===== src/rtl/csr_pkg.sv =====
// Shared definitions for the machine-mode interrupt CSR block.
// Holds the CSR addresses, bit positions inside mstatus/mie/mip,
// interrupt cause codes, the trap-request FSM encoding and a helper
// that builds an interrupt mcause value.
package csr_pkg;

  typedef logic [11:0] csr_addr_t;

  localparam csr_addr_t CSR_MSTATUS = 12'h300;
  localparam csr_addr_t CSR_MIE     = 12'h304;
  localparam csr_addr_t CSR_MCAUSE  = 12'h342;
  localparam csr_addr_t CSR_MIP     = 12'h344;

  // mstatus fields
  localparam int MIE_BIT  = 3;
  localparam int MPIE_BIT = 7;

  // mie / mip fields
  localparam int MSI_BIT = 3;
  localparam int MTI_BIT = 7;
  localparam int MEI_BIT = 11;

  // Interrupt exception codes
  localparam logic [3:0] CODE_MSI = 4'd3;
  localparam logic [3:0] CODE_MTI = 4'd7;
  localparam logic [3:0] CODE_MEI = 4'd11;

  typedef enum logic {
    ST_IDLE = 1'b0,
    ST_REQ  = 1'b1
  } irq_st_e;

  // Interrupt causes carry the MSB set; synchronous exceptions do not.
  function automatic logic [31:0] irq_cause(input logic [3:0] code);
    return {1'b1, 27'd0, code};
  endfunction

endpackage


===== src/rtl/irq_csr_unit_if.sv =====
// Core-side bundle for irq_csr_unit: CSR read/write port plus the
// interrupt trap handshake and exception/mret notifications.
//   master : the CPU core (drives address, write, ack, exc, mret)
//   slave  : irq_csr_unit (returns read data, hit, request, cause)
interface irq_csr_unit_if;
  import csr_pkg::*;

  csr_addr_t   csr_addr;
  logic        csr_we;
  logic [31:0] csr_wdat;
  logic [31:0] csr_rdat;
  logic        csr_hit;
  logic        irq_req;
  logic [31:0] irq_cause;
  logic        irq_ack;
  logic        exc_take;
  logic [3:0]  exc_cause;
  logic        mret;

  modport master (
    output csr_addr, csr_we, csr_wdat, irq_ack, exc_take, exc_cause, mret,
    input  csr_rdat, csr_hit, irq_req, irq_cause
  );

  modport slave (
    input  csr_addr, csr_we, csr_wdat, irq_ack, exc_take, exc_cause, mret,
    output csr_rdat, csr_hit, irq_req, irq_cause
  );
endinterface


===== src/rtl/irq_sync.sv =====
// Two-flop synchroniser for an asynchronous level input.
// Ports: i_clk, i_rst (sync, active-high, clears both flops to 0),
//        i_d async input, o_q synchronised output (2 cycle delay).
module irq_sync (
  input  logic i_clk,
  input  logic i_rst,
  input  logic i_d,
  output logic o_q
);
  logic r_s1, r_s2;

  always_ff @(posedge i_clk) begin
    if (i_rst) begin
      r_s1 <= 1'b0;
      r_s2 <= 1'b0;
    end else begin
      r_s1 <= i_d;
      r_s2 <= r_s1;
    end
  end

  assign o_q = r_s2;
endmodule


===== src/rtl/irq_csr_unit.sv =====
// Machine-mode interrupt CSR and trap-request block.
// Holds mstatus.MIE/MPIE, mie, mip and mcause, prioritises pending and
// enabled interrupts (MEI > MSI > MTI) and holds a trap request until the
// core acks it, handling trap-entry and mret side effects on mstatus.
// Ports:
//   i_clk, i_rst        clock, synchronous active-high reset
//   i_timer_int         CLINT timer interrupt (level)
//   i_sw_int            CLINT software interrupt (level)
//   i_ext_int           external interrupt (level, optionally synchronised)
//   io_core             core-side CSR bus + trap handshake (slave modport)
module irq_csr_unit
  import csr_pkg::*;
#(
  parameter bit SYNC_EXT  = 1'b0,
  parameter bit RESET_MIE = 1'b0
) (
  input  logic           i_clk,
  input  logic           i_rst,
  input  logic           i_timer_int,
  input  logic           i_sw_int,
  input  logic           i_ext_int,
  irq_csr_unit_if.slave  io_core
);

  logic        w_ext;
  logic        r_mstat_mie, r_mpie;
  logic        r_msie, r_mtie, r_meie;
  logic        r_msip, r_mtip, r_meip;
  logic [31:0] r_mcause;
  logic [31:0] r_cause;
  irq_st_e     r_state, w_state_nxt;

  logic        w_pend_s, w_pend_t, w_pend_e, w_pend_any;
  logic        w_lat_pend;
  logic [3:0]  w_sel_code;
  logic        w_ack, w_exc, w_mret;
  logic        w_wr_mstatus, w_wr_mie, w_wr_mcause;

  generate
    if (SYNC_EXT) begin : g_sync
      irq_sync u_ext_sync (
        .i_clk (i_clk),
        .i_rst (i_rst),
        .i_d   (i_ext_int),
        .o_q   (w_ext)
      );
    end else begin : g_nosync
      assign w_ext = i_ext_int;
    end
  endgenerate

  assign w_pend_s   = r_msip & r_msie;
  assign w_pend_t   = r_mtip & r_mtie;
  assign w_pend_e   = r_meip & r_meie;
  assign w_pend_any = w_pend_s | w_pend_t | w_pend_e;

  always_comb begin
    w_sel_code = CODE_MTI;
    if (w_pend_e)      w_sel_code = CODE_MEI;
    else if (w_pend_s) w_sel_code = CODE_MSI;
  end

  // Is the source behind the frozen request still pending?
  always_comb begin
    case (r_cause[3:0])
      CODE_MEI: w_lat_pend = w_pend_e;
      CODE_MSI: w_lat_pend = w_pend_s;
      default:  w_lat_pend = w_pend_t;
    endcase
  end

  // Event priority: ack (only meaningful in REQ) > exception > mret.
  assign w_ack  = io_core.irq_ack & (r_state == ST_REQ);
  assign w_exc  = io_core.exc_take & ~w_ack;
  assign w_mret = io_core.mret & ~w_ack & ~io_core.exc_take;

  assign w_wr_mstatus = io_core.csr_we & (io_core.csr_addr == CSR_MSTATUS);
  assign w_wr_mie     = io_core.csr_we & (io_core.csr_addr == CSR_MIE);
  assign w_wr_mcause  = io_core.csr_we & (io_core.csr_addr == CSR_MCAUSE);

  // FSM: state register
  always_ff @(posedge i_clk) begin
    if (i_rst) r_state <= ST_IDLE;
    else       r_state <= w_state_nxt;
  end

  // FSM: next state
  always_comb begin
    w_state_nxt = r_state;
    case (r_state)
      ST_IDLE:
        if (r_mstat_mie & w_pend_any & ~io_core.exc_take & ~io_core.mret)
          w_state_nxt = ST_REQ;
      ST_REQ:
        if (w_ack | io_core.exc_take | ~w_lat_pend | ~r_mstat_mie)
          w_state_nxt = ST_IDLE;
      default: w_state_nxt = ST_IDLE;
    endcase
  end

  // FSM: outputs (request is a pure decode of the state flop)
  always_comb begin
    io_core.irq_req   = (r_state == ST_REQ);
    io_core.irq_cause = r_cause;
  end

  // Cause is captured only on IDLE->REQ so it stays frozen while requesting.
  always_ff @(posedge i_clk) begin
    if (i_rst)
      r_cause <= '0;
    else if (r_state == ST_IDLE && w_state_nxt == ST_REQ)
      r_cause <= irq_cause(w_sel_code);
  end

  // mip sampled every cycle
  always_ff @(posedge i_clk) begin
    if (i_rst) begin
      r_msip <= 1'b0;
      r_mtip <= 1'b0;
      r_meip <= 1'b0;
    end else begin
      r_msip <= i_sw_int;
      r_mtip <= i_timer_int;
      r_meip <= w_ext;
    end
  end

  // mie: CSR writes always land
  always_ff @(posedge i_clk) begin
    if (i_rst) begin
      r_msie <= 1'b0;
      r_mtie <= 1'b0;
      r_meie <= 1'b0;
    end else if (w_wr_mie) begin
      r_msie <= io_core.csr_wdat[MSI_BIT];
      r_mtie <= io_core.csr_wdat[MTI_BIT];
      r_meie <= io_core.csr_wdat[MEI_BIT];
    end
  end

  // mstatus: trap/mret effects win over a same-cycle CSR write
  always_ff @(posedge i_clk) begin
    if (i_rst) begin
      r_mstat_mie <= RESET_MIE;
      r_mpie      <= 1'b0;
    end else if (w_ack | w_exc) begin
      r_mpie      <= r_mstat_mie;
      r_mstat_mie <= 1'b0;
    end else if (w_mret) begin
      r_mstat_mie <= r_mpie;
      r_mpie      <= 1'b1;
    end else if (w_wr_mstatus) begin
      r_mstat_mie <= io_core.csr_wdat[MIE_BIT];
      r_mpie      <= io_core.csr_wdat[MPIE_BIT];
    end
  end

  // mcause: trap entry wins over a same-cycle CSR write
  always_ff @(posedge i_clk) begin
    if (i_rst)            r_mcause <= '0;
    else if (w_ack)       r_mcause <= r_cause;
    else if (w_exc)       r_mcause <= {1'b0, 27'd0, io_core.exc_cause};
    else if (w_wr_mcause) r_mcause <= io_core.csr_wdat;
  end

  // CSR read mux, combinational from the address
  always_comb begin
    io_core.csr_rdat = '0;
    io_core.csr_hit  = 1'b0;
    case (io_core.csr_addr)
      CSR_MSTATUS: begin
        io_core.csr_hit            = 1'b1;
        io_core.csr_rdat[MIE_BIT]  = r_mstat_mie;
        io_core.csr_rdat[MPIE_BIT] = r_mpie;
        io_core.csr_rdat[12:11]    = 2'b11;
      end
      CSR_MIE: begin
        io_core.csr_hit           = 1'b1;
        io_core.csr_rdat[MSI_BIT] = r_msie;
        io_core.csr_rdat[MTI_BIT] = r_mtie;
        io_core.csr_rdat[MEI_BIT] = r_meie;
      end
      CSR_MCAUSE: begin
        io_core.csr_hit  = 1'b1;
        io_core.csr_rdat = r_mcause;
      end
      CSR_MIP: begin
        io_core.csr_hit           = 1'b1;
        io_core.csr_rdat[MSI_BIT] = r_msip;
        io_core.csr_rdat[MTI_BIT] = r_mtip;
        io_core.csr_rdat[MEI_BIT] = r_meip;
      end
      default: ;
    endcase
  end

endmodule


===== src/flat_wrapper.sv =====
// flat-port wrapper written by rule: the top's interface ports become plain ports
module irq_csr_unit_flat import csr_pkg::*;
#(
  parameter bit SYNC_EXT  = 1'b0,
  parameter bit RESET_MIE = 1'b0
)
  (i_clk, i_rst, i_timer_int, i_sw_int, i_ext_int, io_core_csr_addr, io_core_csr_we, io_core_csr_wdat, io_core_irq_ack, io_core_exc_take, io_core_exc_cause, io_core_mret, io_core_csr_rdat, io_core_csr_hit, io_core_irq_req, io_core_irq_cause);
  irq_csr_unit_if io_core_i ();
  input  logic i_clk;
  input  logic i_rst;
  input  logic i_timer_int;
  input  logic i_sw_int;
  input  logic i_ext_int;
  input wire logic [$bits(io_core_i.csr_addr)-1:0] io_core_csr_addr;
  input wire logic [$bits(io_core_i.csr_we)-1:0] io_core_csr_we;
  input wire logic [$bits(io_core_i.csr_wdat)-1:0] io_core_csr_wdat;
  input wire logic [$bits(io_core_i.irq_ack)-1:0] io_core_irq_ack;
  input wire logic [$bits(io_core_i.exc_take)-1:0] io_core_exc_take;
  input wire logic [$bits(io_core_i.exc_cause)-1:0] io_core_exc_cause;
  input wire logic [$bits(io_core_i.mret)-1:0] io_core_mret;
  output wire logic [$bits(io_core_i.csr_rdat)-1:0] io_core_csr_rdat;
  output wire logic [$bits(io_core_i.csr_hit)-1:0] io_core_csr_hit;
  output wire logic [$bits(io_core_i.irq_req)-1:0] io_core_irq_req;
  output wire logic [$bits(io_core_i.irq_cause)-1:0] io_core_irq_cause;
  assign io_core_i.csr_addr = io_core_csr_addr;
  assign io_core_i.csr_we = io_core_csr_we;
  assign io_core_i.csr_wdat = io_core_csr_wdat;
  assign io_core_i.irq_ack = io_core_irq_ack;
  assign io_core_i.exc_take = io_core_exc_take;
  assign io_core_i.exc_cause = io_core_exc_cause;
  assign io_core_i.mret = io_core_mret;
  assign io_core_csr_rdat = io_core_i.csr_rdat;
  assign io_core_csr_hit = io_core_i.csr_hit;
  assign io_core_irq_req = io_core_i.irq_req;
  assign io_core_irq_cause = io_core_i.irq_cause;
  irq_csr_unit #(.SYNC_EXT(SYNC_EXT), .RESET_MIE(RESET_MIE)) u_core (.i_clk(i_clk), .i_rst(i_rst), .i_timer_int(i_timer_int), .i_sw_int(i_sw_int), .i_ext_int(i_ext_int), .io_core(io_core_i));
endmodule

===== config.mk =====
export PLATFORM = sky130hd
export DESIGN_NAME = irq_csr_unit_flat
export DESIGN_NICKNAME = d
export VERILOG_FILES = /design/src/rtl/csr_pkg.sv /design/src/rtl/irq_csr_unit_if.sv /design/src/rtl/irq_sync.sv /design/src/rtl/irq_csr_unit.sv /design/src/flat_wrapper.sv
export SDC_FILE = /design/constraint.sdc
export NUM_CORES = 1
export LEC_CHECK = 0
export ABC_AREA = 1
export BUFFER_PORTS_ARGS = -buffer_cell sky130_fd_sc_hd__buf_2
export CAP_MARGIN = 20
export CELL_PAD_IN_SITES_DETAIL_PLACEMENT = 2
export CELL_PAD_IN_SITES_GLOBAL_PLACEMENT = 2
export CORE_UTILIZATION = 24
export CTS_BUF_LIST = sky130_fd_sc_hd__clkbuf_8
export CTS_CLUSTER_SIZE = 8
export DETAILED_ROUTE_END_ITERATION = 6
export MAX_ROUTING_LAYER = met4
export PLACE_DENSITY_LB_ADDON = 0.05
export SLEW_MARGIN = 20
export SYNTH_ARGS = -nofsm -noshare
export SYNTH_HDL_FRONTEND = slang
export SYNTH_SLANG_ARGS = --single-unit

===== constraint.sdc =====
create_clock -name i_clk -period 1.31 [get_ports i_clk]
set_input_delay 0.0655 -clock i_clk [delete_from_list [all_inputs] [get_ports i_clk]]
set_output_delay 0.0655 -clock i_clk [all_outputs]
set_load 0.005 [all_outputs]

==> results of run 1 <==
power by group through the flow:
stage | Sequential (mW) | Combinational, mW | Clock, mW
5_1_grt | 1.37 | 0.385 | 1.33
2_1_floorplan | 1.39 | 0.221 | 0
4_1_cts | 1.36 | 0.336 | 1.29
3_5_place_dp | 1.40 | 0.327 | 0
6_report | 1.36 | 0.343 | 1.23
3_3_place_gp | 1.39 | 0.323 | 0
repair_timing:
action,in CTS,in global routing
setup buffers,0,0
gates cloned,0,1
endpoints found under the hold margin,3,0
resized for setup,1,8
pin swaps,0,1
hold buffers,3,0
setup endpoints to repair,1,25
state kept, by name, summed over array words and instances (netlist names):
signal                    flops
u_core.io_core.irq_cause      3
u_core.io_core.irq_req        1
u_core.r_mcause              32
u_core.r_meie                 1
u_core.r_meip                 1
u_core.r_mpie                 1
u_core.r_msie                 1
u_core.r_msip                 1
u_core.r_mstat_mie            1
u_core.r_mtie                 1
u_core.r_mtip                 1
cells in the mapped netlist (all sizes together):
master	number
nand3	48
conb	1
clkinv	1
o211ai	2
nand2	48
clkbuf	6
o311ai	1
a21oi	34
nand4	31
dfxtp	44
buf	45
nor2	68
inv	58
a211oi	1
o21ai	5
o22ai	1
metal layers:
layer	part of all wire, %	GRT usage [%]
met1	43	18.4
met2	52	29.2
met3	3.5	2.45
met4	0.99	3.77
met5	0	-
kinds of logic after synthesis:
kind of cell           count (synthesis)  synth area share (%)
DFF                                   44                  33.8
buffers and inverters                110                  21.5
AOI/OAI and AO/OA                     44                  8.94
and+or+nand+nor                      195                  35.5
other                                  1                 0.144
how the worst max path moves through the flow:
stage	from	end	slack [ns]	cells past startpoint
after CTS	io_core_csr_addr[0]	io_core_csr_rdat[8]	0.03	10
after global routing	io_core_csr_addr[0]	io_core_csr_rdat[11]	0.02	7
after detailed placement	u_core.io_core.irq_req	u_core.r_mcause[12]	0.01	6
after global placement	u_core.io_core.irq_req	u_core.r_mcause[21]	0.04	6
after floorplan	u_core.io_core.irq_req	u_core.r_mcause[1]	0.13	8
final	u_core.io_core.irq_req	u_core.io_core.irq_cause[2]	0.13	6
cell type report:
class	count	area (µm²)
multi-input cells	266	1270
fillers	1323	7030
inverters	59	226
flip-flops and latches	44	881
clock inverters	2	60.1
well taps	136	170
repair buffers	118	702
clock buffers	5	68.8
critical path, delay by kind of cell (launching register included):
kind,cells,cell delay (ns)
AOI/OAI and AO/OA,2,0.35
buffers and inverters,2,0.24
DFF,1,0.32
and+or+nand+nor,2,0.19
==> impl_metrics.env, run 1 <==
export IMPL_io_buffers=95
export IMPL_fin_skew_ns=0.00351
export IMPL_slowest_stage="dfxtp_1"
export IMPL_whs_ns=0.0321
export IMPL_dp_cells=619
export IMPL_cts_max_level=2
export IMPL_setup_viol=0
export IMPL_grt_max_degree=37
export IMPL_status="completed"
export IMPL_synth_largest_area_cell="dfxtp_1"
export IMPL_rows=37
export IMPL_final_util_pct=32.5
export IMPL_dpl_instance_area_um2=3170
export IMPL_nets=551
export IMPL_overflow=0
export IMPL_initial_utilization_pct=25.0
export IMPL_vias=2862
export IMPL_core_um2=10400
export IMPL_drtPass1Iterations=4
export IMPL_hp_start="io_core_csr_wdat[9]"
export IMPL_die_w_um=106
export IMPL_final_cells=630
export IMPL_gp_congestion=0.811
export IMPL_endpoint_kind="flip-flop"
export IMPL_post_route_min_period_ns=1.18
export IMPL_synth_area_leaders="dfxtp_1, nor2_1, nand3_1, buf_4, inv_1"
export IMPL_hold_path_class="input port to flip-flop"
export IMPL_insertion_delay_ns=0.29
export IMPL_setup_ws_ns=0.135
export IMPL_cts_max_path_buffers=2
export IMPL_cts_sinks=44
export IMPL_tns_ns=0
export IMPL_rrSetupSlack_ns=0.13
export IMPL_rr_startpoint="u_core.io_core.irq_req"
export IMPL_post_route_period_util_pct=89.7
export IMPL_r2r_end="u_core.io_core.irq_cause[2]"
export IMPL_grt_pass1_vias=2891
export IMPL_critical_path_class="flip-flop to flip-flop"
export IMPL_ys_seq_elements=44
export IMPL_p_switching_uw=691
export IMPL_drcViolationCount=0
export IMPL_grt_setup_unrepaired="no"
export IMPL_synth_distinct_cells=24
export IMPL_swShare_pct=23.6
export IMPL_cts_tree="built"
export IMPL_final_cell_mix="buf_2, nor2_1, inv_1, nand3_1, dfxtp_1"
export IMPL_final_common_cell="buf_2"
export IMPL_fmax_ghz=0.851
export IMPL_syn_avg_cell_area_um2=6.61
export IMPL_die_height_um=106
export IMPL_vdd_drop_max_mv=0.533
export IMPL_clkPwrFrac_pct=41.9
export IMPL_netlist_area_um2=2600
export IMPL_grt_pass1_wl_um=13900
export IMPL_place_hpwl_um=7030
export IMPL_p_leak_nw=1.52
export IMPL_maxCapViolations=0
export IMPL_seqPwrFrac_pct=46.5
export IMPL_drt_first_iter_violations=57
export IMPL_drive_gt1_share_pct=29.4
export IMPL_cp_start_kind="flip-flop"
export IMPL_final_antenna_net_count=0
export IMPL_routed_via_density=4.54
export IMPL_routedWlPerCell_um=13.9
export IMPL_critPathMaxStageDelay_ns=0.32
export IMPL_power_mw=2.93
export IMPL_crit_path_cell_trace="buf_4, nor2_1, nand3_1, a21oi_2, inv_1, a211oi_2"
export IMPL_antennaDiodeCount=0
export IMPL_comb_power_share_pct=11.7
export IMPL_die_area_um2=11300
export IMPL_cp_arrival_ns=1.39
export IMPL_cts_buffers=5
export IMPL_gr_usage_all_layers_pct=16.1
export IMPL_post_route_cell_area_um2=3380
export IMPL_area_delta_synth_final_pct=30.0
export IMPL_yosysSeqAreaShare_pct=33.8
export IMPL_r2r_cells=6
export IMPL_cts_root_buf="clkbuf_8"
export IMPL_pre_cts_slack_ns=0.0103
export IMPL_intPower_mw=2.24
export IMPL_synth_top_area_share_pct=33.8
export IMPL_clk_pin_slew_ns=0.09
export IMPL_finalHoldViolCount=0
export IMPL_whs_path_depth=3
export IMPL_yosysWarnings=0
export IMPL_antenna_found_initial=0
export IMPL_cp_data_required_time_ns=1.53
export IMPL_wl_um=8780
export IMPL_power_density_nw_per_um2=867
export IMPL_slew_viol_final=0
export IMPL_io_pins=123
export IMPL_worstPathMaxFanout=3
export IMPL_syn_inst=394
export IMPL_holdPathEnd="u_core.r_mcause[9]"
No activity file was read; power rests on OpenSTA's default activity.
==> inputs of run 2 (changes only) <==
--- a/config.mk
+++ b/config.mk
@@ -15,7 +15,7 @@
 export CTS_CLUSTER_SIZE = 8
 export DETAILED_ROUTE_END_ITERATION = 6
 export MAX_ROUTING_LAYER = met4
-export PLACE_DENSITY_LB_ADDON = 0.05
+export PLACE_DENSITY = 0.81
 export SLEW_MARGIN = 20
 export SYNTH_ARGS = -nofsm -noshare
 export SYNTH_HDL_FRONTEND = slang
==> run 2 against run 1 <==
  * Clock power shrank 8%
  * Maximum frequency decreased by 3.8%
  * Via count is 0.66% higher
  * Setup slack lost 0.046 ns
  * Global-route usage grew 1.2 points
  * Sequential share of layout area about the same
  * First-iteration DRC count up 35%
  * Clock skew up 0.0035 ns
  * Power fell by 2.8%
==> impl_metrics.env, run 2 (synthesized netlist as in run 1, its figures left out) <==
export IMPL_cts_max_level=2
export IMPL_grt_max_degree=31
export IMPL_cp_data_required_time_ns=1.51
export IMPL_nFillCells=1284
export IMPL_vias=2881
export IMPL_post_route_cell_area_um2=3380
export IMPL_maxCapViolations=0
export IMPL_die_area_um2=11300
export IMPL_cts_tree="built"
export IMPL_p_leak_nw=1.51
export IMPL_finalHoldViolCount=0
export IMPL_largest_reg_flops=32
export IMPL_vdd_drop_max_mv=0.415
export IMPL_insertion_delay_ns=0.30
export IMPL_fin_skew_ns=0.00699
export IMPL_status="completed"
export IMPL_dpl_instance_area_um2=3150
export IMPL_fmax_ghz=0.819
export IMPL_gp_congestion=0.796
export IMPL_antennaDiodeCount=0
export IMPL_cp_start_kind="flip-flop"
export IMPL_hold_path_class="input port to flip-flop"
export IMPL_final_util_pct=32.4
export IMPL_rrSetupSlack_ns=0.09
export IMPL_grt_pass1_wl_um=15000
export IMPL_initial_utilization_pct=25.0
export IMPL_grt_pass1_vias=2974
export IMPL_pre_cts_slack_ns=-0.0145
export IMPL_area_delta_synth_final_pct=29.8
export IMPL_final_antenna_net_count=0
export IMPL_cts_max_path_buffers=2
export IMPL_nets=547
export IMPL_setup_ws_ns=0.0891
export IMPL_rr_startpoint="u_core.io_core.irq_req"
export IMPL_worstPathMaxFanout=5
export IMPL_io_buffers=95
export IMPL_antenna_found_initial=0
export IMPL_routedWlPerCell_um=14.8
export IMPL_cts_sinks=44
export IMPL_grt_setup_unrepaired="yes"
export IMPL_tns_ns=0
export IMPL_post_route_min_period_ns=1.22
export IMPL_power_mw=2.85
export IMPL_routed_via_density=4.59
export IMPL_final_common_cell="buf_2"
export IMPL_hp_start="io_core_csr_wdat[30]"
export IMPL_regMostFlops="u_core.r_mcause"
export IMPL_slew_viol_final=0
export IMPL_final_cell_mix="buf_2, nor2_1, inv_1, nand3_1, dfxtp_1"
export IMPL_power_density_nw_per_um2=844
export IMPL_regArea_um2=881
export IMPL_cts_buffers=5
export IMPL_post_route_period_util_pct=93.2
export IMPL_core_um2=10400
export IMPL_crit_start="u_core.io_core.irq_req"
export IMPL_io_pins=123
export IMPL_setup_viol=0
export IMPL_wl_um=9290
export IMPL_cp_arrival_ns=1.42
export IMPL_rows=37
export IMPL_die_height_um=106
export IMPL_drive_gt1_share_pct=29.5
export IMPL_drcViolationCount=0
export IMPL_gr_usage_all_layers_pct=17.3
export IMPL_drtPass1Iterations=4
export IMPL_multi_input_area_um2=1280
export IMPL_drt_first_iter_violations=77
export IMPL_place_hpwl_um=7010
export IMPL_critical_path_class="flip-flop to flip-flop"
export IMPL_cts_root_buf="clkbuf_8"
export IMPL_clk_pin_slew_ns=0.09
export IMPL_die_w_um=106
export IMPL_endpoint_kind="flip-flop"
export IMPL_overflow=0
## run 2: changes by cell type in the layout (fill, tap and decap cells not counted), sizes merged
cell,delta
bufinv,-1
buf,-4
clkinv,+1
clkbuf,+1
## run 2: per-stage QoR
| step | cells | hold WS, ns |
|---|---|---|
| floorplan | 420 | 0.172 |
| global placement | 613 | 0.274 |
| detailed placement | 613 | 0.282 |
| CTS | 624 | 0.0151 |
| global route | 627 | 0.0239 |
| finish | 627 | 0.0249 |
## run 2: repair_timing
item / 4_1_cts / 5_1_grt
hold buffers: 3 / 0
endpoints found under the setup margin: 2 / 12
setup buffers: 0 / 2
gates cloned: 0 / 1
gates resized for setup: 2 / 10
hold endpoints to repair: 3 / 0
pin swaps: 0 / 1
## run 2: layout make-up
cell class	instances	area share, %
multi-input cells	266	38.0
flip-flops and latches	44	26.1
repair buffers	114	20.5
inverters	59	6.78
well taps	136	5.04
clock buffers	6	2.45
clock inverters	2	1.15
## run 2: worst paths after layout
path	to	depth (start not counted)
setup / recovery	u_core.r_mcause[3]	8
hold / removal	u_core.r_mcause[30]	3
setup reg to reg	u_core.r_mcause[3]	8
hold reg to reg	u_core.r_mcause[19]	2
## run 2: worst max-delay path, cell delays in order (launching register included)
cell,delay (ns)
dfxtp_1,0.36
nand2_2,0.08
nand2_2,0.13
buf_4,0.16
o22ai_1,0.07
a21oi_1,0.12
nand2_1,0.07
nand2_1,0.08
nor2_1,0.06
## run 2: power breakdown
| group | internal, mW | switching [mW] | leakage (nW) | total [mW] |
|---|---|---|---|---|
| Combinational | 0.137 | 0.222 | 1.09 | 0.359 |
| Sequential | 1.36 | 0.00913 | 0.357 | 1.36 |
| Clock | 0.624 | 0.503 | 0.0614 | 1.13 |
## run 2: per-layer routing
metal | vias to the layer above | share of wire (%) | GRT usage (%)
li1 | 1402 | - | -
met1 | 1403 | 43 | 19.9
met2 | 69 | 53 | 31.7
met3 | 7 | 3.8 | 2.58
met4 | 0 | 0.68 | 3.37
met5 | - | 0 | -
